==> src/rtl/hazard_pkg.sv <==
// Shared slot record and default sizing for the hazard scoreboard.
package hazard_pkg;

    localparam int REG_AW_DEF = 4;
    localparam int DEPTH_DEF  = 2;
    localparam int CNT_W_DEF  = 16;

    // Slot destinations are stored at a fixed width so the record can live
    // in the package; narrower register files are zero-extended into it.
    localparam int SB_DEST_W = 8;

    typedef struct packed {
        logic                 valid;
        logic                 wb_en;
        logic                 is_load;
        logic [SB_DEST_W-1:0] dest;
    } sb_slot_t;

endpackage

==> src/rtl/hazard_slot_match.sv <==
// Per-slot RAW comparator: does this in-flight write feed an ID-stage source?
module hazard_slot_match
    import hazard_pkg::*;
#(
    parameter int REG_AW = REG_AW_DEF
)
(
    input  sb_slot_t          slot,
    input  logic [REG_AW-1:0] src1,
    input  logic [REG_AW-1:0] src2,
    input  logic              two_src,
    output logic              match,
    output logic              load_match
);

    logic hit1;
    logic hit2;

    always_comb begin
        hit1       = (slot.dest == SB_DEST_W'(src1));
        hit2       = two_src && (slot.dest == SB_DEST_W'(src2));
        match      = slot.valid && slot.wb_en && (hit1 || hit2);
        load_match = match && slot.is_load;
    end

endmodule

==> src/rtl/hazard_scoreboard.sv <==
// Shift-register scoreboard of in-flight writes with stall request and stall counter.
// HAZARD_FORWARDING_EN: when defined, only a load in slot 0 stalls (load-use).
module hazard_scoreboard
    import hazard_pkg::*;
#(
    parameter int REG_AW = REG_AW_DEF,
    parameter int DEPTH  = DEPTH_DEF,
    parameter int CNT_W  = CNT_W_DEF
)
(
    input  logic              clk,
    input  logic              rst,
    input  logic [REG_AW-1:0] src1,
    input  logic [REG_AW-1:0] src2,
    input  logic              two_src,
    input  logic              id_valid,
    input  logic              id_wb_en,
    input  logic              id_mem_r_en,
    input  logic [REG_AW-1:0] id_dest,
    input  logic              flush,
    output logic              hazard,
    output logic [CNT_W-1:0]  stall_count
);

    sb_slot_t         slots [DEPTH];
    sb_slot_t         slot_in;
    logic [DEPTH-1:0] slot_match;
    logic [DEPTH-1:0] slot_load_match;
    logic             unused_match_bits;

    for (genvar k = 0; k < DEPTH; k++) begin : g_slot
        hazard_slot_match #(
            .REG_AW (REG_AW)
        ) u_match (
            .slot       (slots[k]),
            .src1       (src1),
            .src2       (src2),
            .two_src    (two_src),
            .match      (slot_match[k]),
            .load_match (slot_load_match[k])
        );
    end

    // Depending on the build, only part of the comparator outputs feed the stall.
    assign unused_match_bits = ^{slot_match, slot_load_match};

`ifdef HAZARD_FORWARDING_EN
    assign hazard = id_valid && slot_load_match[0];
`else
    assign hazard = id_valid && (|slot_match);
`endif

    always_comb begin
        slot_in = '0;
        if (id_valid && !hazard && !flush) begin
            slot_in.valid   = 1'b1;
            slot_in.wb_en   = id_wb_en;
            slot_in.is_load = id_mem_r_en;
            slot_in.dest    = SB_DEST_W'(id_dest);
        end
    end

    always_ff @(posedge clk) begin
        if (rst) begin
            for (int k = 0; k < DEPTH; k++) begin
                slots[k] <= '0;
            end
            stall_count <= '0;
        end else begin
            slots[0] <= slot_in;
            for (int k = 1; k < DEPTH; k++) begin
                slots[k] <= slots[k-1];
            end
            // A flushed instruction is not waiting on anything, so it is not a stall.
            if (hazard && !flush && (stall_count != {CNT_W{1'b1}})) begin
                stall_count <= stall_count + CNT_W'(1);
            end
        end
    end

endmodule

==> config.mk <==
export PLATFORM = sky130hd
export DESIGN_NAME = hazard_scoreboard
export DESIGN_NICKNAME = d
export VERILOG_FILES = /design/src/rtl/hazard_pkg.sv /design/src/rtl/hazard_slot_match.sv /design/src/rtl/hazard_scoreboard.sv
export SDC_FILE = /design/constraint.sdc
export NUM_CORES = 1
export LEC_CHECK = 0
export ABC_AREA = 1
export ABC_CLOCK_PERIOD_IN_PS = 3000
export BUFFER_PORTS_ARGS = -buffer_cell sky130_fd_sc_hd__buf_2
export CAP_MARGIN = 20
export CORE_UTILIZATION = 40
export DETAILED_ROUTE_END_ITERATION = 10
export PLACE_DENSITY = 0.58
export SYNTH_ARGS = -nofsm -noshare
export SYNTH_HDL_FRONTEND = slang
export SYNTH_SLANG_ARGS = --single-unit
==> constraint.sdc <==
create_clock -name clk -period 3 [get_ports clk]
set_input_delay 0.6 -clock clk [delete_from_list [all_inputs] [get_ports clk]]
set_output_delay 0.6 -clock clk [all_outputs]
set_load 0.01 [all_outputs]
==> results of run 1 <==
-- registers in the layout, indices dropped and copies added, names as in the netlist --
name / cells
slots: 12
stall_count: 16
-- cell usage in the layout (no fill, tap or decap), types with 2 or more instances in the layout --
cell       n
buf_4      2
a21oi_1   15
xor2_1    14
nand4_1   17
dfxtp_1   28
o21ai_0    2
clkbuf_8   3
inv_1     35
nor2_1    37
nand2_1   75
buf_2     34
nand3_1    6
xnor2_1    3
-- cell families (layout without fill, tap and decap cells) --
| group | Yosys count | after routing | share of synthesized area (%) |
|---|---|---|---|
| fa+ha+maj | 1 | 1 | 0.770 |
| flops | 28 | 28 | 34.5 |
| xor+xnor | 17 | 17 | 9.17 |
| compound gates | 17 | 17 | 5.24 |
| simple gates | 143 | 143 | 40.1 |
| buf+inv | 42 | 76 | 10.2 |
-- worst paths after layout --
path             startpoint               to  slack, ns  depth (start not counted)
max                 src1[0]           hazard       0.85                         10
min            slots[0][10]     slots[0][21]       0.42                          2
max reg2reg  stall_count[0]  stall_count[12]       0.98                          9
min reg2reg    slots[0][10]     slots[0][21]       0.42                          2
-- metrics by stage --
step                cell area [sq um]  setup slack, ns
finish                           1910            0.851
global route                     1910            0.725
CTS                              1910            0.824
detailed placement               1840            0.831
global placement                 1840            0.857
floorplan                        1620             1.00
-- power breakdown --
group          internal, mW  total [mW]  leakage, nW  switching [mW]
Clock                 0.179       0.298       0.0357           0.120
Sequential            0.375       0.378        0.226         0.00242
Combinational        0.0199      0.0503        0.673          0.0304
-- per-layer routing --
layer | routed length (um) | vias up | part of all wire (%) | track usage (%)
met5 | 0 | - | 0 | 0
met4 | 39 | 0 | 1.1 | 4.89
met3 | 189 | 5 | 5.3 | 2.08
met2 | 1540 | 34 | 43 | 31.1
met1 | 1830 | 679 | 51 | 25.8
li1 | - | 840 | - | -
-- synthesized netlist by cell type --
cell      instances
inv_1            35
ha_1              1
nor3_2            1
nand2_2           1
nor3_1            1
nand3_1           6
inv_2             1
nor3_4            1
a21oi_1          15
dfxtp_1          28
nor2_4            1
nand3_4           1
buf_2             1
nand3b_4          1
nand2_1          75
buf_6             1
clkbuf_1          4
nand4_1          17
xnor2_1           3
xor2_1           14
nor2_1           37
o21ai_0           2
nand3b_1          1
-- layout make-up --
type                    count  area share (%)
repair buffers             36            9.70
clock buffers               3            2.16
clock inverters             1            1.57
flip-flops and latches     28            29.4
inverters                  36            7.08
multi-input cells         178            47.0
well taps                  48            3.15
-- critical path, cell delays in order --
cell	delay, ns
buf_2	0.12
xor2_1	0.15
nor2_1	0.11
nand2_1	0.06
nand2_1	0.09
nand2_1	0.05
nand2_1	0.08
inv_1	0.06
nor2_1	0.08
buf_2	0.13
==> metrics.txt, run 1 <==
outcome=finished clean; first-pass GRT wire length=6320 um; # hold bufs at CTS=0; Starting Density=43.1%; FILL cells=401; startpoint types=input pin; grt total ovfl=0; Lkg Pwr=0.935 nW; worst-path maximum fanout=2; unrepaired setup endpoints after global routing=false; worst hold slack=0.425 ns; Mean Syn Cell Area=6.55 sq um; post-CTS resize count=0; Die W=65.7 um; Total Power=0.726 mW; Final #Nets=303; Setup Viol. Count Final=0; Syn Std Cell Area=1620 sq um; Num Clock Sinks=28; core box area=3770 sq um; postcts setup bufs=0; synth top area cells=dfxtp_1 35%, nand2_1 17%, nor2_1 8.6%, inv_1 8.1%, xor2_1 7.6%; min cycle time layout=2.15 ns; Least-Margin Pin Slew=0.729 ns; Routed WL=3600 um; Tightest Hold Check Type=register to register; Vias/cell=4.72; Slew Limit Fails=0; Routed Antenna Nets=0; sequential fraction of the synthesis area=34.5%; Syn-to-layout area delta=17.6%; Clock Skews=0.00496 ns; Multi-input gate area=897 sq um; relative slew slack=51.2%; Reg clk slew, reported paths=0.10 ns; Synth cell types=23; DIE AREA=4320 sq um; Worst Setup End Kind=primary output; initial antenna violation count=0; final std cells w/o fill=330; #FFs+latches synth=28; Fmax=465 MHz; dominant cell type by area after synthesis=dfxtp_1; share of layout cells above drive strength 1=16.7%; WP data required=2.40 ns; post-synth top area share=34.5%; DR WL/cell=10.9 um; vias in the first global route=1451; DR pass1 iterations=4; crit path DAT=1.55 ns; Cells after Synth=248; die height=65.7 um; clock latency on the worst-skew pair=0.28 ns; port buffer count=34; dpl cells=326; DR vias=1558; Iter 0 DRT Violations=73; max-cap viol count=0; Row Count=22; worst vdd ir=171 uV; GRT Overall Usage=18.9%; detailed-placement wirelength estimate=2690 um; DRC=0; Clock Tree Root=clkbuf_8; clock buffer depth=2; GPL Wtd Cong=0.832; H-Tree Level Count=1; Mapped Nets=268; I/O pin cnt=36; largest net degree at the start of global routing=23; cts bufs inserted=3; setup total negative slack=0 ns; final hold violations=0; Final period util=71.6%; Crit Path Class=input pin to primary output; power density over the cells=380 nW/um^2; final core utilization=50.6%; CTS tree=yes; Reg area=561 sq um; diodes inserted=0; total number of yosys warnings=0
(Power assumes the default switching activity.)
==> run 2: changes to the inputs <==
--- a/config.mk
+++ b/config.mk
@@ -6,12 +6,12 @@
 export NUM_CORES = 1
 export LEC_CHECK = 0
 export ABC_AREA = 1
-export ABC_CLOCK_PERIOD_IN_PS = 3000
+export ABC_CLOCK_PERIOD_IN_PS = 1800
 export BUFFER_PORTS_ARGS = -buffer_cell sky130_fd_sc_hd__buf_2
 export CAP_MARGIN = 20
 export CORE_UTILIZATION = 40
 export DETAILED_ROUTE_END_ITERATION = 10
-export PLACE_DENSITY = 0.58
+export PLACE_DENSITY = 0.6
 export SYNTH_ARGS = -nofsm -noshare
 export SYNTH_HDL_FRONTEND = slang
 export SYNTH_SLANG_ARGS = --single-unit
==> constraint.sdc (replaced) <==
create_clock -name clk -period 1.8 [get_ports clk]
set_input_delay 0.36 -clock clk [delete_from_list [all_inputs] [get_ports clk]]
set_output_delay 0.36 -clock clk [all_outputs]
set_load 0.01 [all_outputs]
==> run 2 against run 1 <==
Effect of this change: critical path depth rose by 1; sequential power up 67%; global-route usage grew 1.1 points; sequential share of layout area down 1.7 points; combinational power is 78% higher; hold slack worse by 0.15 ns; clock-buffer cell count did not move; largest power group unchanged; highest routed layer unchanged.
==> metrics.txt, run 2 (synthesized netlist as in run 1, its figures left out) <==
outcome=finished clean; Iter 0 DRT Violations=63; Regs by FF count=stall_count: 16 flops, slots: 12 flops; vias in the first global route=1507; # hold bufs at CTS=0; power density over the cells=595 nW/um^2; Clock Skews=0.00609 ns; Lkg Pwr=1.02 nW; Clock Tree Root=clkbuf_8; final std cells w/o fill=346; Routed Antenna Nets=0; DRC=0; share of layout cells above drive strength 1=26.8%; Syn-to-layout area delta=26.5%; Largest register FFs=16; clock latency on the worst-skew pair=0.28 ns; crit path DAT=1.41 ns; unrepaired setup endpoints after global routing=true; Fmax=565 MHz; detailed-placement wirelength estimate=2860 um; Routed WL=3960 um; largest net degree at the start of global routing=22; Final period util=98.3%; dpl cells=340; Num Clock Sinks=28; I/O pin cnt=36; diodes inserted=0; GRT Overall Usage=19.9%; clock buffer depth=2; WP data required=1.44 ns; core box area=3770 sq um; startpoint types=register; Final #Nets=319; grt total ovfl=0; GPL Wtd Cong=0.849; Worst R2R Start=stall_count[0]; Die W=65.7 um; Reg clk slew, reported paths=0.10 ns; DIE AREA=4320 sq um; H-Tree Level Count=1; Row Count=22; DR pass1 iterations=4; worst-path maximum fanout=3; die height=65.7 um; final hold violations=0; min cycle time layout=1.77 ns; Critical Path Start=slots[0][13]; initial antenna violation count=0; DR vias=1634; Slew Limit Fails=0; DR WL/cell=11.4 um; worst vdd ir=294 uV; Least-Margin Pin Slew=0.436 ns; worst hold start=id_dest[2]; Vias/cell=4.72; CTS tree=yes; port buffer count=34; commonest non-fill, non-tap cell in the layout=nand2_1; max-cap viol count=0; first-pass GRT wire length=6560 um; Worst Setup End Kind=primary output; most frequent cells in the layout=70 x nand2_1, 36 x nor2_1, 34 x buf_2, 30 x inv_1, 22 x dfxtp_1; Tightest Hold Check Type=input pin to register; cts bufs inserted=3; relative slew slack=70.8%; most flop-heavy register=stall_count; Crit Path Class=register to primary output; Starting Density=43.1%; final core utilization=54.5%; Setup Viol. Count Final=0
==> run 2: worst paths after layout <==
path	endpoint	slack, ns	cells past startpoint
setup / recovery	hazard	0.03	11
hold / removal	slots[0][2]	0.27	3
setup reg to reg	stall_count[8]	0.14	9
hold reg to reg	slots[0][20]	0.43	2
==> run 2: layout make-up <==
class,count,area (sq um)
Fill cell,383,1720
Multi-Input combinational cell,179,922
Sequential cell,28,568
Timing Repair Buffer,51,298
Inverter,36,135
Tap cell,48,60.1
Clock buffer,3,41.3
Clock inverter,1,30.0
==> run 2: metrics by stage <==
stage / setup TNS [ns] / power (mW) / hold WS [ns] / instance area, sq um / setup slack [ns]
after floorplan: 0 / 0.691 / 0.403 / 1620 / 0.0127
after CTS: 0 / 1.23 / 0.265 / 2030 / 0.00189
final: 0 / 1.22 / 0.271 / 2050 / 0.0300
after global routing: -0.106 / 1.27 / 0.272 / 2050 / -0.106
after detailed placement: 0 / 0.730 / 0.416 / 1940 / 0.0543
after global placement: 0 / 0.729 / 0.408 / 1940 / 0.0592
==> run 2: routing by layer <==
metal	GRT usage, %	routed length [um]	up-vias
met4	6.52	55	0
li1	-	-	872
met1	25.6	1990	724
met2	33.7	1750	33
met5	0	0	-
met3	2.95	159	5
==> run 2: where the power goes <==
| group | switching (mW) | internal (mW) |
|---|---|---|
| sequential | 0.00428 | 0.626 |
| clock | 0.205 | 0.298 |
| combinational | 0.0536 | 0.0360 |
| total | 0.263 | 0.960 |
==> run 2: repair_timing <==
| item | 4_1_cts | 5_1_grt |
|---|---|---|
| endpoints found under the hold margin | 0 | 0 |
| setup buffers | 1 | 0 |
| setup endpoints to repair | 1 | 17 |
| gates resized for setup | 7 | 11 |
| cloned | 0 | 1 |
| pin swaps | 1 | 11 |
==> run 2: critical path, stage by stage (launching register included) <==
cell     delay [ns]
dfxtp_2        0.36
inv_2          0.04
nand2_2        0.04
nand2_1        0.05
nor2_1         0.09
nand3_1        0.09
nand2_2        0.10
nand2_2        0.06
nand2_2        0.07
inv_2          0.04
nor2_1         0.07
buf_2          0.13
==> run 3: changes to the inputs <==
--- a/config.mk
+++ b/config.mk
@@ -9,9 +9,9 @@
 export ABC_CLOCK_PERIOD_IN_PS = 1800
 export BUFFER_PORTS_ARGS = -buffer_cell sky130_fd_sc_hd__buf_2
 export CAP_MARGIN = 20
-export CORE_UTILIZATION = 40
+export CORE_UTILIZATION = 48
 export DETAILED_ROUTE_END_ITERATION = 10
-export PLACE_DENSITY = 0.6
+export PLACE_DENSITY = 0.71
 export SYNTH_ARGS = -nofsm -noshare
 export SYNTH_HDL_FRONTEND = slang
 export SYNTH_SLANG_ARGS = --single-unit
==> run 3 against run 2 <==
Effect of this change: the run now ends with setup timing left; core utilization up 12 points; clock power down 16%; flip-flop and latch count unchanged; power down 6.4%; register-to-register slack worse by 0.08 ns; wire length up 2.3%; combinational power up 3.0%; die area down 16%; critical path type unchanged; critical endpoint unchanged; highest routed layer unchanged.
==> metrics.txt, run 3 (synthesized netlist as in run 1, its figures left out) <==
share of layout cells above drive strength 1=27.3%; worst vdd ir=400 uV; Num Clock Sinks=28; Clock Tree Root=clkbuf_4; largest net degree at the start of global routing=22; port buffer count=34; Syn-to-layout area delta=28.4%; first-pass GRT wire length=6150 um; Die W=60.2 um; GRT Max-Usage Layer=met2; DR pass1 iterations=4; worst hold slack=0.193 ns; Total Power=1.15 mW; unrepaired setup endpoints after global routing=true; Reg clk slew, reported paths=0.16 ns; placed inst area=1950 sq um; Worst Setup End Kind=primary output; Lkg Pwr=1.01 nW; Setup Viol. Count Final=1; most frequent cells in the layout=70 x nand2_1, 36 x nor2_1, 34 x buf_2, 31 x inv_1, 20 x dfxtp_1; Final #Nets=318; Tightest Hold Check Type=input pin to register; Slew Limit Fails=0; met1 Usage GRT=32.5%; final hold violations=0; Routed Antenna Nets=0; DR WL/cell=11.9 um; min cycle time layout=1.88 ns; Routed WL=4050 um; final setup margin=-0.0806 ns; Iter 0 DRT Violations=88; worst-path maximum fanout=3; FILL cells=291; DIE AREA=3620 sq um; H-Tree Level Count=1; startpoint types=register; detailed-placement wirelength estimate=2740 um; outcome=finished with violations; Regs by FF count=stall_count: 16 flops, slots: 12 flops; core box area=3130 sq um; Clock Skews=0.0126 ns; Starting Density=51.9%; Least-Margin Pin Slew=0.643 ns; failing checks=setup timing; Final period util=104%; clock latency on the worst-skew pair=0.34 ns; vias in the first global route=1453; WP data required=1.44 ns; Fmax=532 MHz; I/O pin cnt=36; cts bufs inserted=3; most flop-heavy register=stall_count; Row Count=20; DRC=0; initial antenna violation count=0; max-cap viol count=0; Crit Path Class=register to primary output; relative slew slack=57.0%; met3 usage=1.95%; M2 GR Usage=35.0%; grt total ovfl=0; commonest non-fill, non-tap cell in the layout=nand2_1; DR vias=1718; Largest register FFs=16; GRT Overall Usage=22.6%; crit path DAT=1.52 ns; die height=60.2 um; fin area=2090 sq um; power density over the cells=549 nW/um^2; clock buffer depth=2; diodes inserted=0; Vias/cell=5.04; CTS tree=yes; GPL Wtd Cong=0.849
[run 3: layout make-up]
class	count	area [sq um]	share of cell area (%)
Clock buffer	3	22.5	1.08
Clock inverter	1	30.0	1.44
Inverter	36	138	6.60
Multi-Input combinational cell	180	942	45.2
Sequential cell	28	573	27.5
Tap cell	44	55.1	2.64
Timing Repair Buffer	49	325	15.6
[run 3: final timing paths]
kind	start	end	slack [ns]	cells after the start
min reg2reg	slots[0][9]	slots[0][20]	0.43	2
min	id_dest[3]	slots[0][3]	0.19	3
max	slots[0][2]	hazard	-0.08	11
max reg2reg	stall_count[0]	stall_count[12]	0.06	9
[run 3: worst max-delay path, stage by stage, from the launching register on]
cell,delay (ns)
dfxtp_4,0.41
inv_4,0.04
nand2_2,0.05
nand2_2,0.05
nor2_2,0.11
nand3b_1,0.08
nand2_1,0.08
nand2_1,0.06
nand2_2,0.07
inv_2,0.04
nor2_1,0.07
buf_2,0.13
[run 3: per-layer routing]
metal	wire length [um]	share of wire (%)
met1	1940	48
met2	1760	43
met3	263	6.5
met4	86	2.1
met5	0	0
[run 3: repair_timing]
item,4_1_cts,5_1_grt
gates resized for setup,9,14
setup buffers,3,0
cloned,0,3
setup endpoints to repair,1,17
pin swaps,4,14
hold buffers,0,0
[run 3: per-stage QoR]
| step | setup TNS (ns) | cells | util (%) | setup slack [ns] |
|---|---|---|---|---|
| after global placement | 0 | 334 | 62.3 | 0.0947 |
| after global routing | -0.217 | 341 | 66.7 | -0.217 |
| after detailed placement | 0 | 334 | 62.3 | 0.0625 |
| after CTS | -0.0603 | 341 | 64.9 | -0.0603 |
| final | -0.0806 | 341 | 66.7 | -0.0806 |
| after floorplan | 0 | 248 | - | 0.0127 |
[run 3: where the power goes]
part | internal, mW | switching, mW
Clock | 0.226 | 0.197
Sequential | 0.626 | 0.00456
Combinational | 0.0375 | 0.0548
